===== config.mk =====
export PLATFORM = sky130hd
export DESIGN_NAME = ps2_packet_framer
export DESIGN_NICKNAME = d
export VERILOG_FILES = /design/src/rtl/ps2_pkg.sv /design/src/rtl/ps2_gap_timer.sv /design/src/rtl/ps2_packet_framer.sv
export SDC_FILE = /design/constraint.sdc
export NUM_CORES = 1
export LEC_CHECK = 0
export CORE_MARGIN = 2
export CORE_UTILIZATION = 54
export DETAILED_ROUTE_END_ITERATION = 10
export PLACE_DENSITY = 0.8
export SETUP_SLACK_MARGIN = 0.05
export SYNTH_ARGS = -nofsm -noshare
export SYNTH_HDL_FRONTEND = slang
export SYNTH_SLANG_ARGS = --single-unit

===== constraint.sdc =====
create_clock -name clk -period 2.8 [get_ports clk]
set_input_delay 0.42 -clock clk [delete_from_list [all_inputs] [get_ports clk]]
set_output_delay 0.42 -clock clk [all_outputs]
set_load 0.1 [all_outputs]

===== src/rtl/ps2_pkg.sv =====
// Shared types and parameter limits for the PS/2 packet framer slice.
package ps2_pkg;

    // Framer FSM states.
    typedef enum logic [1:0] {
        SEARCH  = 2'd0,
        COLLECT = 2'd1,
        DONE    = 2'd2
    } ps2_state_t;

    // Upper bound on bytes per packet.
    localparam int unsigned PKT_BYTES_MAX = 8;

    // Width of the inter-byte gap counter.
    localparam int unsigned GAP_W = 16;

endpackage : ps2_pkg


===== src/rtl/ps2_gap_timer.sv =====
// Inter-byte gap counter with timeout compare.
// expired is combinational: it flags the cycle in which the count would
// reach limit, so the framer can act on the same edge as the increment.
module ps2_gap_timer
    import ps2_pkg::*;
(
    input  logic             clk,
    input  logic             reset,
    input  logic             clear,
    input  logic             run,
    input  logic [GAP_W-1:0] limit,
    output logic             expired
);

    logic [GAP_W-1:0] count_q;
    logic [GAP_W:0]   count_inc;

    assign count_inc = {1'b0, count_q} + 1'b1;

    // A limit of zero disables the timeout entirely.
    always_comb begin
        expired = run && (limit != '0) && (count_inc >= {1'b0, limit});
    end

    // Count idle cycles; clear has priority over run.
    always_ff @(posedge clk or negedge reset) begin
        if (!reset) begin
            count_q <= '0;
        end else if (clear) begin
            count_q <= '0;
        end else if (run) begin
            count_q <= count_inc[GAP_W-1:0];
        end
    end

endmodule : ps2_gap_timer


===== src/rtl/ps2_packet_framer.sv =====
// PS/2 packet framer: finds a sync byte, gathers PKT_BYTES bytes and
// presents each complete packet on out_bytes with a one-cycle done pulse.
// Partial packets stalled longer than TIMEOUT_CYC idle cycles are dropped.
module ps2_packet_framer
    import ps2_pkg::*;
#(
    parameter int unsigned PKT_BYTES   = 3,
    parameter int unsigned SYNC_BIT    = 3,
    parameter int unsigned TIMEOUT_CYC = 0
) (
    input  logic                   clk,
    input  logic                   reset,
    input  logic                   in_valid,
    input  logic [7:0]             in,
    output logic                   done,
    output logic [8*PKT_BYTES-1:0] out_bytes,
    output logic                   timeout_err
);

    generate
        if (PKT_BYTES < 2 || PKT_BYTES > PKT_BYTES_MAX) begin : g_bad_pkt_bytes
            $error("ps2_packet_framer: PKT_BYTES out of range 2..8");
        end
        if (SYNC_BIT > 7) begin : g_bad_sync_bit
            $error("ps2_packet_framer: SYNC_BIT out of range 0..7");
        end
        if (TIMEOUT_CYC > 65535) begin : g_bad_timeout
            $error("ps2_packet_framer: TIMEOUT_CYC out of range 0..65535");
        end
    endgenerate

    localparam int unsigned      CW    = $clog2(PKT_BYTES);
    localparam logic [CW-1:0]    LAST  = CW'(PKT_BYTES - 1);
    localparam logic [GAP_W-1:0] LIMIT = GAP_W'(TIMEOUT_CYC);

    ps2_state_t              state_q, state_d;
    logic [CW-1:0]           cnt_q, cnt_d;
    logic [8*PKT_BYTES-1:0]  asm_q, asm_d;
    logic                    load;
    logic [CW-1:0]           load_idx;
    logic                    timeout_hit;
    logic                    sync_ok;
    logic                    gap_clear;
    logic                    gap_run;
    logic                    gap_expired;

    assign sync_ok = in[SYNC_BIT];

    // Idle cycles only count while a packet is partly assembled.
    assign gap_run   = (state_q == COLLECT) && !in_valid;
    assign gap_clear = (state_q != COLLECT) || in_valid || gap_expired;

    ps2_gap_timer u_gap_timer (
        .clk     (clk),
        .reset   (reset),
        .clear   (gap_clear),
        .run     (gap_run),
        .limit   (LIMIT),
        .expired (gap_expired)
    );

    // Next-state, byte-index and load-control decode.
    always_comb begin
        state_d     = state_q;
        cnt_d       = cnt_q;
        load        = 1'b0;
        load_idx    = cnt_q;
        timeout_hit = 1'b0;
        unique case (state_q)
            SEARCH: begin
                if (in_valid && sync_ok) begin
                    load     = 1'b1;
                    load_idx = '0;
                    cnt_d    = CW'(1);
                    state_d  = COLLECT;
                end
            end
            COLLECT: begin
                if (in_valid) begin
                    load = 1'b1;
                    if (cnt_q == LAST) begin
                        cnt_d   = '0;
                        state_d = DONE;
                    end else begin
                        cnt_d = cnt_q + 1'b1;
                    end
                end else if (gap_expired) begin
                    cnt_d       = '0;
                    timeout_hit = 1'b1;
                    state_d     = SEARCH;
                end
            end
            DONE: begin
                if (in_valid && sync_ok) begin
                    load     = 1'b1;
                    load_idx = '0;
                    cnt_d    = CW'(1);
                    state_d  = COLLECT;
                end else begin
                    cnt_d   = '0;
                    state_d = SEARCH;
                end
            end
            default: begin
                cnt_d   = '0;
                state_d = SEARCH;
            end
        endcase
    end

    // Assembly buffer with the incoming byte merged at its index.
    always_comb begin
        asm_d = asm_q;
        if (load) begin
            for (int unsigned k = 0; k < PKT_BYTES; k++) begin
                if (load_idx == CW'(k)) begin
                    asm_d[8*k +: 8] = in;
                end
            end
        end
    end

    // FSM state and byte index registers.
    always_ff @(posedge clk or negedge reset) begin
        if (!reset) begin
            state_q <= SEARCH;
            cnt_q   <= '0;
        end else begin
            state_q <= state_d;
            cnt_q   <= cnt_d;
        end
    end

    // Assembly, output and timeout-flag registers.
    always_ff @(posedge clk or negedge reset) begin
        if (!reset) begin
            asm_q       <= '0;
            out_bytes   <= '0;
            timeout_err <= 1'b0;
        end else begin
            asm_q       <= asm_d;
            timeout_err <= timeout_hit;
            if (state_q == COLLECT && state_d == DONE) begin
                out_bytes <= asm_d;
            end
        end
    end

    assign done = (state_q == DONE);

endmodule : ps2_packet_framer


-- Word level (Yosys, flattened, before mapping)
Cells that the tools add are included.
- logic and storage cells: 37
- memory bits (read-only): 0
- register bits after elaboration: 52
- bits in latches: 0
- bits in writable memories: 0
- memories: 0
- reductions and logical operators: 6
- multiplexer cells: 18
- $add $sub $neg: 1
- divide/modulo/power cells: 0
- shift-type cells: 0
- equal/unequal tests: 8
- multipliers: 0
- bitwise gates (word level): 0
- $lt $le $gt $ge: 0
- operators by type and width (operator ; count):
    2-to-1 mux 24 bit ; 1
    2-to-1 mux 8 bit ; 3
    2-to-1 mux 2 bit ; 8
    case mux 2 bit (3 select lines) ; 2
    == test 2 bit, second input constant ; 4
    == test 2 x 1 -> 1 bit, second input constant ; 2
    zero test 2 bit ; 2
    inequality test 2 bit, second input constant ; 2
    2-to-1 mux 1 bit ; 3
    adder 2 x 1 -> 2 bit, second input constant ; 1
    logical AND 1 bit ; 2
    case mux 1 bit (2 select lines) ; 1
    AND reduction 2 bit ; 1
    OR reduction 2 bit ; 1

-- Longest topological paths before layout
- word-level depth: 6
- mapped depth: 5

-- Hierarchy
A second synthesis with hierarchy kept.
- cells, all modules: 305
- area, all modules: 3375.7 µm²
- by module, submodules not included (module ; times used ; area each (µm²) ; cells each ; seq. area each (µm²)):
    ps2_packet_framer ; 1 ; 1931.9 ; 138 ; 1126.1
    ps2_gap_timer ; 1 ; 1443.9 ; 167 ; 400.4

-- Least setup slack after synthesis
Ideal clock, no wire load.
- path type: reg-to-output
- from: register state_q[0]
- to: output port done
- setup slack: 0.611 ns
- required time: 2.380 ns
- stages on the path, launching flop included: 3
- arrival time: 1.769 ns
- buffers on the path: 1
- cell sequence: dfrtp_1 buf_2 nor2_1
- longest elaborated chain between the ends: 1
- RTL lines (item ; RTL line ; source):
    start, declared ; ps2_packet_framer.sv:36 ; ps2_state_t state_q, state_d;
    start signal, assigned ; ps2_packet_framer.sv:129 ; state_q <= state_d;
    == test 2 bit ; ps2_packet_framer.sv:149 ; assign done = (state_q == DONE);
    end, declared ; ps2_packet_framer.sv:15 ; output logic done,
Every way passes these cells.

-- Worst setup path after layout
- from: register state_q[0]
- to: register asm_q[0]
- longest elaborated chain between the ends: 6
- elaborated cells between the ends (all ways): 9
- classes of those cells: eq/ne (2); mux (4); reduce/logical (3)
- RTL lines (item ; RTL line ; source):
    == test 2 bit or zero test 2 bit (tied branches) ; ps2_packet_framer.sv:69 ; unique case (state_q)
    OR reduction 2 bit (no line) ; n/a ;
    2-to-1 mux 2 bit ; n/a ;
    zero test 2 bit ; ps2_packet_framer.sv:116 ; if (load_idx == CW'(k)) begin
    2-to-1 mux 8 bit ; ps2_packet_framer.sv:116 ;
    2-to-1 mux 24 bit (*) ; ps2_packet_framer.sv:114 ; if (load) begin
    named net asm_d[0] ; ps2_packet_framer.sv:38 ; logic [8*PKT_BYTES-1:0] asm_q, asm_d;
    end signal, assigned ; ps2_packet_framer.sv:141 ; asm_q <= asm_d;
    end, declared ; ps2_packet_framer.sv:38 ;
The timed path passes the listed nets; every way through them passes the cells marked *.
A chain may end at the register's enable or synchronous reset.

==> impl_metrics.env <==
export IMPL_status="completed"
export IMPL_ys_seq_area_share_pct=57.7
export IMPL_routed_wl_um=3600
export IMPL_ys_seq_elements=44
export IMPL_syn_inst=147
export IMPL_io_pins=37
export IMPL_fp_dieH_um=63.4
export IMPL_postCtsSetupBuffers=0
export IMPL_crit_type="flip-flop to flip-flop"
export IMPL_cts_hold_fix_buffers=0
export IMPL_synth_warnings=0
export IMPL_routabilityCongestion=0.748
export IMPL_post_dp_hpwl_um=2560
export IMPL_worst_setup_path_end_kind="flip-flop"
export IMPL_fmax_ghz=0.513
export IMPL_timing_rr_end="asm_q[0]$_DFF_PN0_"
export IMPL_grt_setup_unrepaired="no"
export IMPL_insertion_delay_ps=370
export IMPL_nets=193
export IMPL_synth_cell_types=29
export IMPL_cpPeakStageDelay_ps=570
export IMPL_tns_ps=0
export IMPL_muxShareOfSynthArea_pct=20.2
export IMPL_clock_path_buffers=2
export IMPL_cp_num_buf_inv=0
export IMPL_die_w_um=63.4
export IMPL_worst_clock_skew_ps=13.7
export IMPL_maxSlewHeadroom_pct=39.0
export IMPL_reg2reg_depth=3
export IMPL_grt_max_degree=45
export IMPL_fin_crit_sh_pct=69.6
export IMPL_synth_nets=158
export IMPL_core_area_mm2=0.00336
export IMPL_synth_compound_area_share_pct=7.34
export IMPL_synth_top_family_by_area="multiplexers"
export IMPL_drv_cap=0
export IMPL_htree_num_levels=2
export IMPL_r2r_start="state_q[0]$_DFF_PN0_"
export IMPL_synth_edff_count=0
export IMPL_grt_pass1_wl_um=6420
export IMPL_cts_repair_resized=0
export IMPL_vias=1256
export IMPL_grtUsageTotal_pct=20.8
export IMPL_port_buffers=35
export IMPL_syn_area_mm2=0.00191
export IMPL_yosys_area_share_adder_pct=0
export IMPL_drv_slew=0
export IMPL_critPathLaunchType="flip-flop"
export IMPL_wl_per_cell_um=15.7
export IMPL_drtPass1Iterations=4
export IMPL_period_minus_slack_ps=1950
export IMPL_antennaDiodeCount=0
export IMPL_final_cells=229
export IMPL_drc=0
export IMPL_num_rows=21
export IMPL_syn_to_final_growth_pct=19.2
export IMPL_synth_xor_area_share_pct=0
export IMPL_finalHoldViolCount=0
export IMPL_crit_chain="or4b_4 -> a21o_1 -> mux2_4"
export IMPL_setup_viol=0
export IMPL_ant_nets=0
export IMPL_floorplan_initialDensity_pct=56.7
export IMPL_antenna_found_initial=0
export IMPL_hold_class="input port to asynchronous set/reset pin"
export IMPL_cts_clk_slew_worst_paths_ps=130
export IMPL_cts_sinks=44
export IMPL_dp_cells=221
export IMPL_synth_ff_type="dfrtp_1"
export IMPL_syn_area_per_cell_um2=13.0
export IMPL_async_reset_ff_share_pct=100
export IMPL_grt_pass1_vias=1344
export IMPL_drive_gt1_share_pct=41.0
export IMPL_worstPathArrival_ps=2210
export IMPL_drtIter0Drc=63
export IMPL_required_ps=3060
export IMPL_yosys_area_share_simple_pct=10.4
export IMPL_dieArea_mm2=0.00403
export IMPL_overflow=0
export IMPL_slowest_stage="or4b_4"
export IMPL_root_buffer="clkbuf_4"
export IMPL_cp_max_fo=12
export IMPL_worst_pin_slew_ps=915
export IMPL_cts_tree="built"
export IMPL_path_delay_family="simple AND/OR/NAND/NOR gates"
export IMPL_cts_made_buffers=5
export IMPL_regToRegSetupSlack_ps=850
export IMPL_viasPerCell=5.48
==> registers in the layout (all words and copies together) (netlist names) <==
register and count:
out_bytes 24, cnt_q 2, state_q 2, asm_q 16
==> cell usage in the layout, fill, tap and decap left out, types with 3 or more instances in the layout <==
master           count
buf_4               30
nor2_1               3
nand2b_1             4
a31oi_1              7
mux2_4               7
dfrtp_1             44
a21oi_1             10
mux2_2              24
nand3_1             14
nand2_1              3
clkdlybuf4s50_1      9
clkbuf_4             5
==> layer usage <==
metal	GRT usage [%]	vias up	routed length, um
met5	0	-	0
met4	11.4	0	72
met3	5.00	9	158
met2	31.1	29	1670
met1	28.0	624	1700
li1	-	594	-
==> kinds of logic (layout without fill, tap and decap cells) <==
family | count (synthesis) | count (layout)
flops | 44 | 44
mux | 32 | 32
simple gates | 32 | 32
compound gates | 24 | 24
buf+inv | 14 | 50
other cells | 1 | 1
==> per-stage QoR <==
step | hold WS, ps | instance area [um2] | utilization [%] | setup WS, ps
finish | 181 | 2270 | 67.6 | 851
global route | 262 | 2270 | 67.6 | 809
CTS | 216 | 2270 | 67.6 | 852
detailed placement | 492 | 2210 | 65.8 | 685
global placement | 483 | 2210 | 65.8 | 760
floorplan | 124 | 1910 | - | 611
==> worst max-delay path by stage <==
| stage | cells past startpoint | end | startpoint | slack, ps |
|---|---|---|---|---|
| finish | 3 | asm_q[0]$_DFF_PN0_ | state_q[0]$_DFF_PN0_ | 850 |
| global route | 3 | asm_q[0]$_DFF_PN0_ | state_q[0]$_DFF_PN0_ | 810 |
| CTS | 3 | asm_q[0]$_DFF_PN0_ | state_q[0]$_DFF_PN0_ | 850 |
| detailed placement | 4 | asm_q[0]$_DFF_PN0_ | in[3] | 680 |
| global placement | 6 | out_bytes[8]$_DFFE_PN0P_ | in_valid | 760 |
| floorplan | 2 | done | state_q[0]$_DFF_PN0_ | 610 |
==> layout make-up <==
cell class | count | area (um2)
Sequential cell | 44 | 1100
Fill cell | 269 | 1090
Multi-Input combinational cell | 89 | 727
Timing Repair Buffer | 40 | 320
Tap cell | 46 | 57.6
Clock buffer | 6 | 51.3
Clock inverter | 2 | 10.0
Inverter | 2 | 7.51
==> worst reg2reg max path: stages, from the launching register on <==
cell     delay, ps
dfrtp_1        560
or4b_4         580
a21o_1         360
mux2_4         350
==> Yosys cell counts, types with 3 or more instances <==
cell type / count / area share (%)
nor2_1: 3 / 0.59
buf_2: 4 / 1.0
nand3_1: 14 / 3.7
nand2b_1: 4 / 1.3
nand2_1: 3 / 0.59
mux2_4: 7 / 5.5
clkbuf_1: 4 / 0.79
dfrtp_1: 44 / 58
a21oi_1: 10 / 2.6
a31oi_1: 7 / 2.3
mux2_2: 24 / 14
Power is not shown: default switching activity piles up to over one toggle a cycle in this logic, so the estimate is an artifact.
